File: config.mk
export PLATFORM = sky130hd
export DESIGN_NAME = ps2_kbd_rx
export DESIGN_NICKNAME = d
export VERILOG_FILES = /design/src/rtl/ps2_kbd_rx.sv
export SDC_FILE = /design/constraint.sdc
export NUM_CORES = 1
export LEC_CHECK = 0
export CORE_AREA = 2 2 95 97
export CTS_CLUSTER_DIAMETER = 150
export DETAILED_ROUTE_END_ITERATION = 10
export DIE_AREA = 0 0 97 99
export GPL_ROUTABILITY_DRIVEN = 0
export MAX_ROUTING_LAYER = met4
export PLACE_DENSITY = 0.52
export SLEW_MARGIN = 20
export SYNTH_ARGS = -nofsm -noshare
export SYNTH_HDL_FRONTEND = slang
export SYNTH_SLANG_ARGS = --single-unit
File: constraint.sdc
create_clock -name CLK -period 2.33 [get_ports CLK]
set_input_delay 0.466 -clock CLK [delete_from_list [all_inputs] [get_ports CLK]]
set_output_delay 0.466 -clock CLK [all_outputs]
set_load 0.005 [all_outputs]
File: src/rtl/ps2_kbd_rx.sv
// Purpose : PS/2 keyboard receiver; deframes device-to-host frames and emits one scan code per key event.
// Latency : rx_valid / parity_err / frame_err rise 1 CLK after the filtered falling edge that samples the stop bit.
// Backpr. : none; the PS/2 device cannot be stalled, so each result is a single-cycle pulse that must be consumed.
//
// Ports
//   CLK          system clock (only clock)
//   RST          synchronous reset, active low
//   ps2_clk      PS/2 clock pin, asynchronous to CLK
//   ps2_data     PS/2 data pin, asynchronous to CLK
//   rx_data      last accepted scan code, held until the next accept
//   rx_valid     1-cycle pulse: rx_data / rx_break / rx_extended are new
//   rx_break     accepted code was preceded by an F0 prefix (key release)
//   rx_extended  accepted code was preceded by an E0 prefix
//   parity_err   1-cycle pulse: frame dropped because odd parity failed
//   frame_err    1-cycle pulse: frame dropped because of a bad stop bit or an inter-bit timeout
module ps2_kbd_rx #(
    parameter int FILTER_LEN  = 8,
    parameter int TIMEOUT_CYC = 200000
) (
    input  logic       CLK,
    input  logic       RST,
    input  logic       ps2_clk,
    input  logic       ps2_data,
    output logic [7:0] rx_data,
    output logic       rx_valid,
    output logic       rx_break,
    output logic       rx_extended,
    output logic       parity_err,
    output logic       frame_err
);

    localparam int FW = (FILTER_LEN > 1) ? $clog2(FILTER_LEN) : 1;
    localparam int TW = (TIMEOUT_CYC > 1) ? $clog2(TIMEOUT_CYC) : 1;

    localparam logic [7:0] CODE_BREAK = 8'hF0;
    localparam logic [7:0] CODE_EXT   = 8'hE0;

    typedef enum logic [1:0] {
        IDLE   = 2'd0,
        DATA   = 2'd1,
        PARITY = 2'd2,
        STOP   = 2'd3
    } state_t;

    // ------------------------------------------------------------------
    // Input conditioning
    // ------------------------------------------------------------------
    logic          clk_s1, clk_s2;
    logic          dat_s1, dat_s2;
    logic          filt_clk;
    logic [FW-1:0] filt_cnt;
    logic          fall;

    // Synchronisers reset to the idle-high line level so that leaving
    // reset never fabricates an edge.
    always_ff @(posedge CLK) begin
        if (!RST) begin
            clk_s1 <= 1'b1;
            clk_s2 <= 1'b1;
            dat_s1 <= 1'b1;
            dat_s2 <= 1'b1;
        end else begin
            clk_s1 <= ps2_clk;
            clk_s2 <= clk_s1;
            dat_s1 <= ps2_data;
            dat_s2 <= dat_s1;
        end
    end

    // The filtered clock only follows the synced pin after it has
    // disagreed for FILTER_LEN consecutive cycles; any agreement restarts
    // the count, so short glitches are swallowed. fall is registered in
    // the same cycle filt_clk drops, giving a clean 1-cycle strobe.
    always_ff @(posedge CLK) begin
        if (!RST) begin
            filt_clk <= 1'b1;
            filt_cnt <= '0;
            fall     <= 1'b0;
        end else begin
            fall <= 1'b0;
            if (clk_s2 != filt_clk) begin
                if (filt_cnt == FW'(FILTER_LEN - 1)) begin
                    filt_clk <= clk_s2;
                    filt_cnt <= '0;
                    fall     <= filt_clk & ~clk_s2;
                end else begin
                    filt_cnt <= filt_cnt + 1'b1;
                end
            end else begin
                filt_cnt <= '0;
            end
        end
    end

    // ------------------------------------------------------------------
    // Frame FSM, prefix tracking and registered outputs
    // ------------------------------------------------------------------
    state_t        state;
    logic [2:0]    bit_cnt;
    logic [7:0]    shreg;
    logic          par_bit;
    logic [TW-1:0] tmo_cnt;
    logic          break_flag;
    logic          ext_flag;

    always_ff @(posedge CLK) begin
        if (!RST) begin
            state       <= IDLE;
            bit_cnt     <= '0;
            shreg       <= '0;
            par_bit     <= 1'b0;
            tmo_cnt     <= '0;
            break_flag  <= 1'b0;
            ext_flag    <= 1'b0;
            rx_data     <= '0;
            rx_valid    <= 1'b0;
            rx_break    <= 1'b0;
            rx_extended <= 1'b0;
            parity_err  <= 1'b0;
            frame_err   <= 1'b0;
        end else begin
            rx_valid   <= 1'b0;
            parity_err <= 1'b0;
            frame_err  <= 1'b0;

            // A falling edge always takes priority over the timeout, even
            // when both land in the same cycle.
            if (fall) begin
                tmo_cnt <= '0;
                case (state)
                    IDLE: begin
                        // A high start bit is line noise; ignore it quietly.
                        if (!dat_s2) begin
                            state   <= DATA;
                            bit_cnt <= '0;
                        end
                    end
                    DATA: begin
                        // LSB arrives first, so shift in from the top.
                        shreg   <= {dat_s2, shreg[7:1]};
                        bit_cnt <= bit_cnt + 1'b1;
                        if (bit_cnt == 3'd7) begin
                            state <= PARITY;
                        end
                    end
                    PARITY: begin
                        par_bit <= dat_s2;
                        state   <= STOP;
                    end
                    STOP: begin
                        state <= IDLE;
                        if ((^shreg ^ par_bit) != 1'b1) begin
                            parity_err <= 1'b1;
                            break_flag <= 1'b0;
                            ext_flag   <= 1'b0;
                        end else if (!dat_s2) begin
                            frame_err  <= 1'b1;
                            break_flag <= 1'b0;
                            ext_flag   <= 1'b0;
                        end else if (shreg == CODE_BREAK) begin
                            break_flag <= 1'b1;
                        end else if (shreg == CODE_EXT) begin
                            ext_flag <= 1'b1;
                        end else begin
                            rx_data     <= shreg;
                            rx_break    <= break_flag;
                            rx_extended <= ext_flag;
                            rx_valid    <= 1'b1;
                            break_flag  <= 1'b0;
                            ext_flag    <= 1'b0;
                        end
                    end
                    default: state <= IDLE;
                endcase
            end else if (state == IDLE) begin
                tmo_cnt <= '0;
            end else if (tmo_cnt == TW'(TIMEOUT_CYC - 1)) begin
                // Device stopped clocking mid-frame: drop it and resync.
                state      <= IDLE;
                tmo_cnt    <= '0;
                frame_err  <= 1'b1;
                break_flag <= 1'b0;
                ext_flag   <= 1'b0;
            end else begin
                tmo_cnt <= tmo_cnt + 1'b1;
            end
        end
    end

endmodule
==> results.cfg, run 1 <==
[yosys]
yosys_most_used_dff = dfxtp_1
ys_seq_area_share_pct = 45.09
yosys.cell_count.top_type = dfxtp_1
synth-edff-count = 0
synth_area_leaders = dfxtp_1 45%, ha_1 7.5%, nand2_1 5.4%, nand3_1 4.8%, xor2_1 4.2%
ys_types = 37
syn-num-nets = 294
yosysTopAreaCell = dfxtp_1
synth_seq_cells = 56
yosys-top-cells-count = 56 x dfxtp_1, 36 x nand2_1, 24 x nand3_1, 24 x nor2_1, 15 x ha_1
syn_area_per_cell_um2 = 9.040
syn_area_mm2 = 0.002486
postSynthCellCount = 275
synth_warnings = 0
async_flop_share_pct = 0
synth.top_cell.area_share_pct = 45.09

[floorplanning]
die_y_um = 99
rows = 34
die_area_mm2 = 0.009603
die_w_um = 97
start_util_pct = 29.08
coreArea_mm2 = 0.008551
io_pins = 17

[setup_path]
critical_path_peak_fanout = 21
critPathCaptureType = register
cp.required_ns = 2.57
arrival_ns = 2.29
start_kind = register
crit_type = reg2reg

[cells_and_area]
antenna_cells = 0
syn_to_final_growth_pct = 15.90
nFillCells = 875
layout.nets = 310
drive_gt1_share_pct = 5.822

[sta]
worst_pin_slew_ns = 0.5349
max_freq_ghz = 0.4878
period_share_pct = 87.99
setup_viol = 0
finalHoldViolations = 0
final_max_slew_viol_count = 0
setup_tns_ns = 0
rsz0062_at_grt = false
layout_min_cycle_time_ns = 2.050
relSlewSlack_pct = 64.02
clock_skew_ns = 0.01075
layout_setup_ws_ns = 0.2798

[power_and_ir_drop]
p_seq_share_pct = 59.4
combPwrFrac_pct = 1.6
p_total_mw = 1.618
p_switching_mw = 0.3206
p_leak_nw = 1.021
power_density_mw_per_mm2 = 561.6
pwr-share-clk_pct = 39.0
swShare_pct = 19.81
ir_drop_mv = 0.3190
p_int_mw = 1.298

[route]
drc = 0
drt_iter0_drc = 39
drtAntennaViolNets = 0
wirelength_um = 4380
vias = 1802
avgRoutedWirePerCell_um = 10.95
vias_per_cell = 4.505
drt_pre_antenna_iters = 4

[grt]
grt_pass1_wl_um = 7928
globalRouteTotalUtil_pct = 10.15
grt-ovfl-total = 0
antenna_found_initial = 0
grt_max_degree = 34
grt_pass1_vias = 1734

[status]
status = completed

[cts]
path_clk_slew_ns = 0.10
clock_sinks = 56
cts-root-buf = clkbuf_8
cts_hold_buffers = 0
cts_max_path_buffers = 2
numCtsBuffers = 5
cts_tree = yes
cts_resized = 0
clock_latency_ns = 0.30
cts_setup_buffers = 0
cts-htree-levels = 2

[placed_design]
io_buffer_count = 16
dp_slack_ns = 0.3035
hpwl_um = 3126

[job]
drv_cap = 0

[worst_hold_path]
min_path_type = reg2reg
[placed cells by master, fill, tap and decap left out, types with 2 or more instances in the layout]
master,synthesis,routed
nand2b_1,6,6
nand2_1,36,36
xnor2_1,6,6
o211ai_1,2,2
nor3b_1,2,2
clkbuf_8,0,5
nand3_1,24,24
a21boi_0,11,11
inv_1,10,10
and3_1,6,6
a32oi_1,3,3
mux2i_1,2,2
nor2_1,24,24
nor3_1,3,2
ha_1,15,15
and4_1,4,4
nand4_1,3,3
clkdlybuf4s50_1,0,16
xor2_1,12,12
o21ai_0,14,14
dfxtp_1,56,56
nor2b_1,6,6
and2_1,6,6
buf_4,0,5
[through the flow]
| step | cell area, um2 | hold slack (ns) | util (%) | std cells |
|---|---|---|---|---|
| after floorplan | 2486 | 0.3863 | - | 275 |
| after global placement | 2770 | 0.3890 | 32.40 | 392 |
| after detailed placement | 2770 | 0.3933 | 32.40 | 392 |
| after CTS | 2882 | 0.4212 | 33.70 | 400 |
| after global routing | 2882 | 0.4468 | 33.70 | 400 |
| final | 2882 | 0.4154 | 33.70 | 400 |
[area by class of cell]
type / count / area (um2) / share of cell area [%]
sequential: 56 / 1121 / 38.91
clock inverter: 2 / 38.79 / 1.346
tap: 108 / 135.1 / 4.690
clock buffer: 6 / 72.57 / 2.518
multi-input combinational: 197 / 1279 / 44.38
timing repair buffer: 21 / 197.7 / 6.861
inverter: 10 / 37.54 / 1.303
[power groups by stage]
stage                     clock [mW]  sequential [mW]  combinational, mW
after global routing           0.699            0.963             0.0296
final                          0.631            0.962             0.0258
after detailed placement           0            0.984             0.0268
after CTS                      0.666            0.962             0.0267
after global placement             0            0.984             0.0265
after floorplan                    0            0.983             0.0163
[worst max-delay path, stage by stage (launching register included)]
cell     delay [ns]
dfxtp_1        0.40
inv_1          0.06
ha_1           0.30
xnor3_1        0.36
xnor2_1        0.15
buf_4          0.15
nor3_2         0.14
buf_4          0.24
nand3_1        0.10
o21ai_0        0.08
[cells by family after synthesis]
group / Yosys count / synth area share (%)
compound gates: 35 / 9.261
xor+xnor: 19 / 7.247
fa+ha+maj: 15 / 7.549
buf+inv: 22 / 3.674
flops: 56 / 45.09
mux: 3 / 1.258
simple gates: 125 / 25.92
[flip-flops by register name, summed over array words and instances, names as in the netlist, 2 cells and up]
| name | cells |
|---|---|
| bit_cnt | 3 |
| filt_cnt | 3 |
| rx_data | 8 |
| shreg | 8 |
| state | 2 |
| tmo_cnt | 18 |
[path summary, 6_finish.rpt]
kind	from	end	slack [ns]	depth (start not counted)
max	shreg[2]	rx_data[7]	0.28	9
min	clk_s1	clk_s2	0.42	1
max reg2reg	shreg[2]	rx_data[7]	0.28	9
min reg2reg	clk_s1	clk_s2	0.42	1
[per-layer routing]
metal | wire (um) | up-vias | GRT usage, %
met2 | 2040 | 17 | 15.92
met5 | 0 | - | -
met1 | 2198 | 822 | 13.04
met4 | 14 | 0 | 3.250
met3 | 126 | 4 | 2.340
li1 | - | 959 | -
No activity file was read; power rests on OpenSTA's default activity.
==> inputs of run 2 (changes only) <==
Settings changed: CORE_AREA 2 2 95 97 to 2 2 99 92, DIE_AREA 0 0 97 99 to 0 0 101 94, PLACE_DENSITY 0.52 to 0.53.
==> run 2 against run 1 <==
Against the previous run:
- sequential share of layout area grew 0.24 points
- utilization grew 0.36 points
- first-iteration DRC count grew 46%
- global-route usage grew 0.40 points
- cell count shrank 1.3%
- critical path depth is the same
- sequential power is essentially flat
- highest routed layer is now met3
==> results.cfg, run 2 (synthesis gave the netlist of run 1 again) <==
[grt]
grt_max_degree = 22
globalRouteTotalUtil_pct = 10.56
grt-ovfl-total = 0
antenna_found_initial = 0
grt_pass1_vias = 1699
grt_pass1_wl_um = 7907

[cells_and_area]
stdcell_count = 395
fin_util_pct = 34.06
nFillCells = 894
syn_to_final_growth_pct = 15.20
multi_input_area_mm2 = 0.001279
antenna_cells = 0
largestRegisters = tmo_cnt x18, rx_data x8, shreg x8
largest-register = tmo_cnt
seq_area_mm2 = 0.001121
final_common_cell = dfxtp_1
final_cell_mix = 56 x dfxtp_1, 36 x nand2_1, 24 x nand3_1, 24 x nor2_1, 16 x clkdlybuf4s50_1
layout.nets = 311
drive_gt1_share_pct = 6.143
largest_reg_flops = 18

[sta]
period_share_pct = 86.79
relSlewSlack_pct = 63.88
setup_tns_ns = 0
max_freq_ghz = 0.4945
finalHoldViolations = 0
clock_skew_ns = 0.008122
layout_min_cycle_time_ns = 2.022
setup_viol = 0
worst_pin_slew_ns = 0.5370
final_max_slew_viol_count = 0
rsz0062_at_grt = false

[job]
drv_cap = 0

[setup_path]
slowest_stage = dfxtp_1
r2r_cells = 9
slowest_delay_ns = 0.38
arrival_ns = 2.26
critPathCaptureType = register
cp_top_family = XOR/XNOR gates
start_kind = register
crit_top_cell = buf_4
cp.required_ns = 2.57
critical_path_peak_fanout = 21
cp_cell_sequence = inv_1 > ha_1 > xnor3_1 > xnor2_1 > buf_4 > nor3_2 > buf_4 > nand3_1 > o21ai_0
critical_path_depth = 9
path_buf_inv = 3
crit_type = reg2reg

[floorplanning]
die_area_mm2 = 0.009494
start_util_pct = 29.57
coreArea_mm2 = 0.008408
rows = 32
die_w_um = 101
io_pins = 17
die_y_um = 94

[cts]
cts_max_path_buffers = 2
cts-htree-levels = 2
cts_resized = 0
cts_hold_buffers = 0
cts_tree = yes
path_clk_slew_ns = 0.10
cts_setup_buffers = 0
clock_latency_ns = 0.31
numCtsBuffers = 5
clock_sinks = 56
cts-root-buf = clkbuf_8

[worst_hold_path]
hold_depth = 1
min_path_type = reg2reg

[power_and_ir_drop]
power_density_mw_per_mm2 = 540.0
p_total_mw = 1.547
p_leak_nw = 1.014
ir_drop_mv = 0.1924

[route]
route.met3.wl_um = 161
drc = 0
routed-wl-met2_um = 1912
vias = 1791
top_layer = met3
vias_per_cell = 4.534
wl_met1_um = 2364
avgRoutedWirePerCell_um = 11.24
drt_iter0_drc = 57
drtAntennaViolNets = 0
drt_pre_antenna_iters = 4
wirelength_um = 4438

[placed_design]
io_buffer_count = 16
dpl.cell_count = 387
hpwl_um = 3103

[status]
status = completed
run 2: cell types whose count changed in the layout (fill, tap and decap cells not counted), sizes merged:
cell	change
clkbuf	+1
bufinv	-1
buf	+1
inv	-1
clkinvlp	+1
run 2: report_power, final:
| group | switching (mW) | internal (mW) |
|---|---|---|
| Sequential | 0.00185 | 0.960 |
| Combinational | 0.0148 | 0.0135 |
| Clock | 0.314 | 0.242 |
run 2: final cells by class:
| cell class | instances | area share [%] |
|---|---|---|
| multi-input combinational | 197 | 44.65 |
| inverter | 10 | 1.311 |
| clock buffer | 7 | 3.014 |
| sequential | 56 | 39.14 |
| timing repair buffer | 22 | 7.165 |
| tap | 102 | 4.456 |
| clock inverter | 1 | 0.2621 |
run 2: worst paths after layout:
| path | from | end | slack, ns |
|---|---|---|---|
| worst max-delay path | shreg[2] | rx_break | 0.31 |
| worst min-delay path | clk_s1 | clk_s2 | 0.42 |
| worst max register to register | shreg[2] | rx_break | 0.31 |
| worst min register to register | clk_s1 | clk_s2 | 0.42 |
run 2: per-layer routing:
| metal | global-route usage [%] | up-vias |
|---|---|---|
| met5 | - | - |
| met4 | 1.689 | 0 |
| met3 | 3.571 | 0 |
| met2 | 15.94 | 21 |
| met1 | 14.02 | 809 |
| li1 | - | 961 |
run 2: through the flow:
| step | worst slack (ns) | hold WS [ns] | area (um2) |
|---|---|---|---|
| CTS | 0.2819 | 0.4234 | 2864 |
| global route | 0.09503 | 0.4528 | 2864 |
| detailed placement | 0.3241 | 0.3988 | 2770 |
| global placement | 0.3481 | 0.3913 | 2770 |
| finish | 0.3078 | 0.4173 | 2864 |
| floorplan | 0.3959 | 0.3863 | 2486 |
run 2: worst register-to-register path: stages, from the launching register on:
cell	delay, ns
dfxtp_1	0.38
inv_1	0.06
ha_1	0.31
xnor3_1	0.35
xnor2_1	0.15
buf_4	0.15
nor3_2	0.14
buf_4	0.24
nand3_1	0.10
o21ai_0	0.07
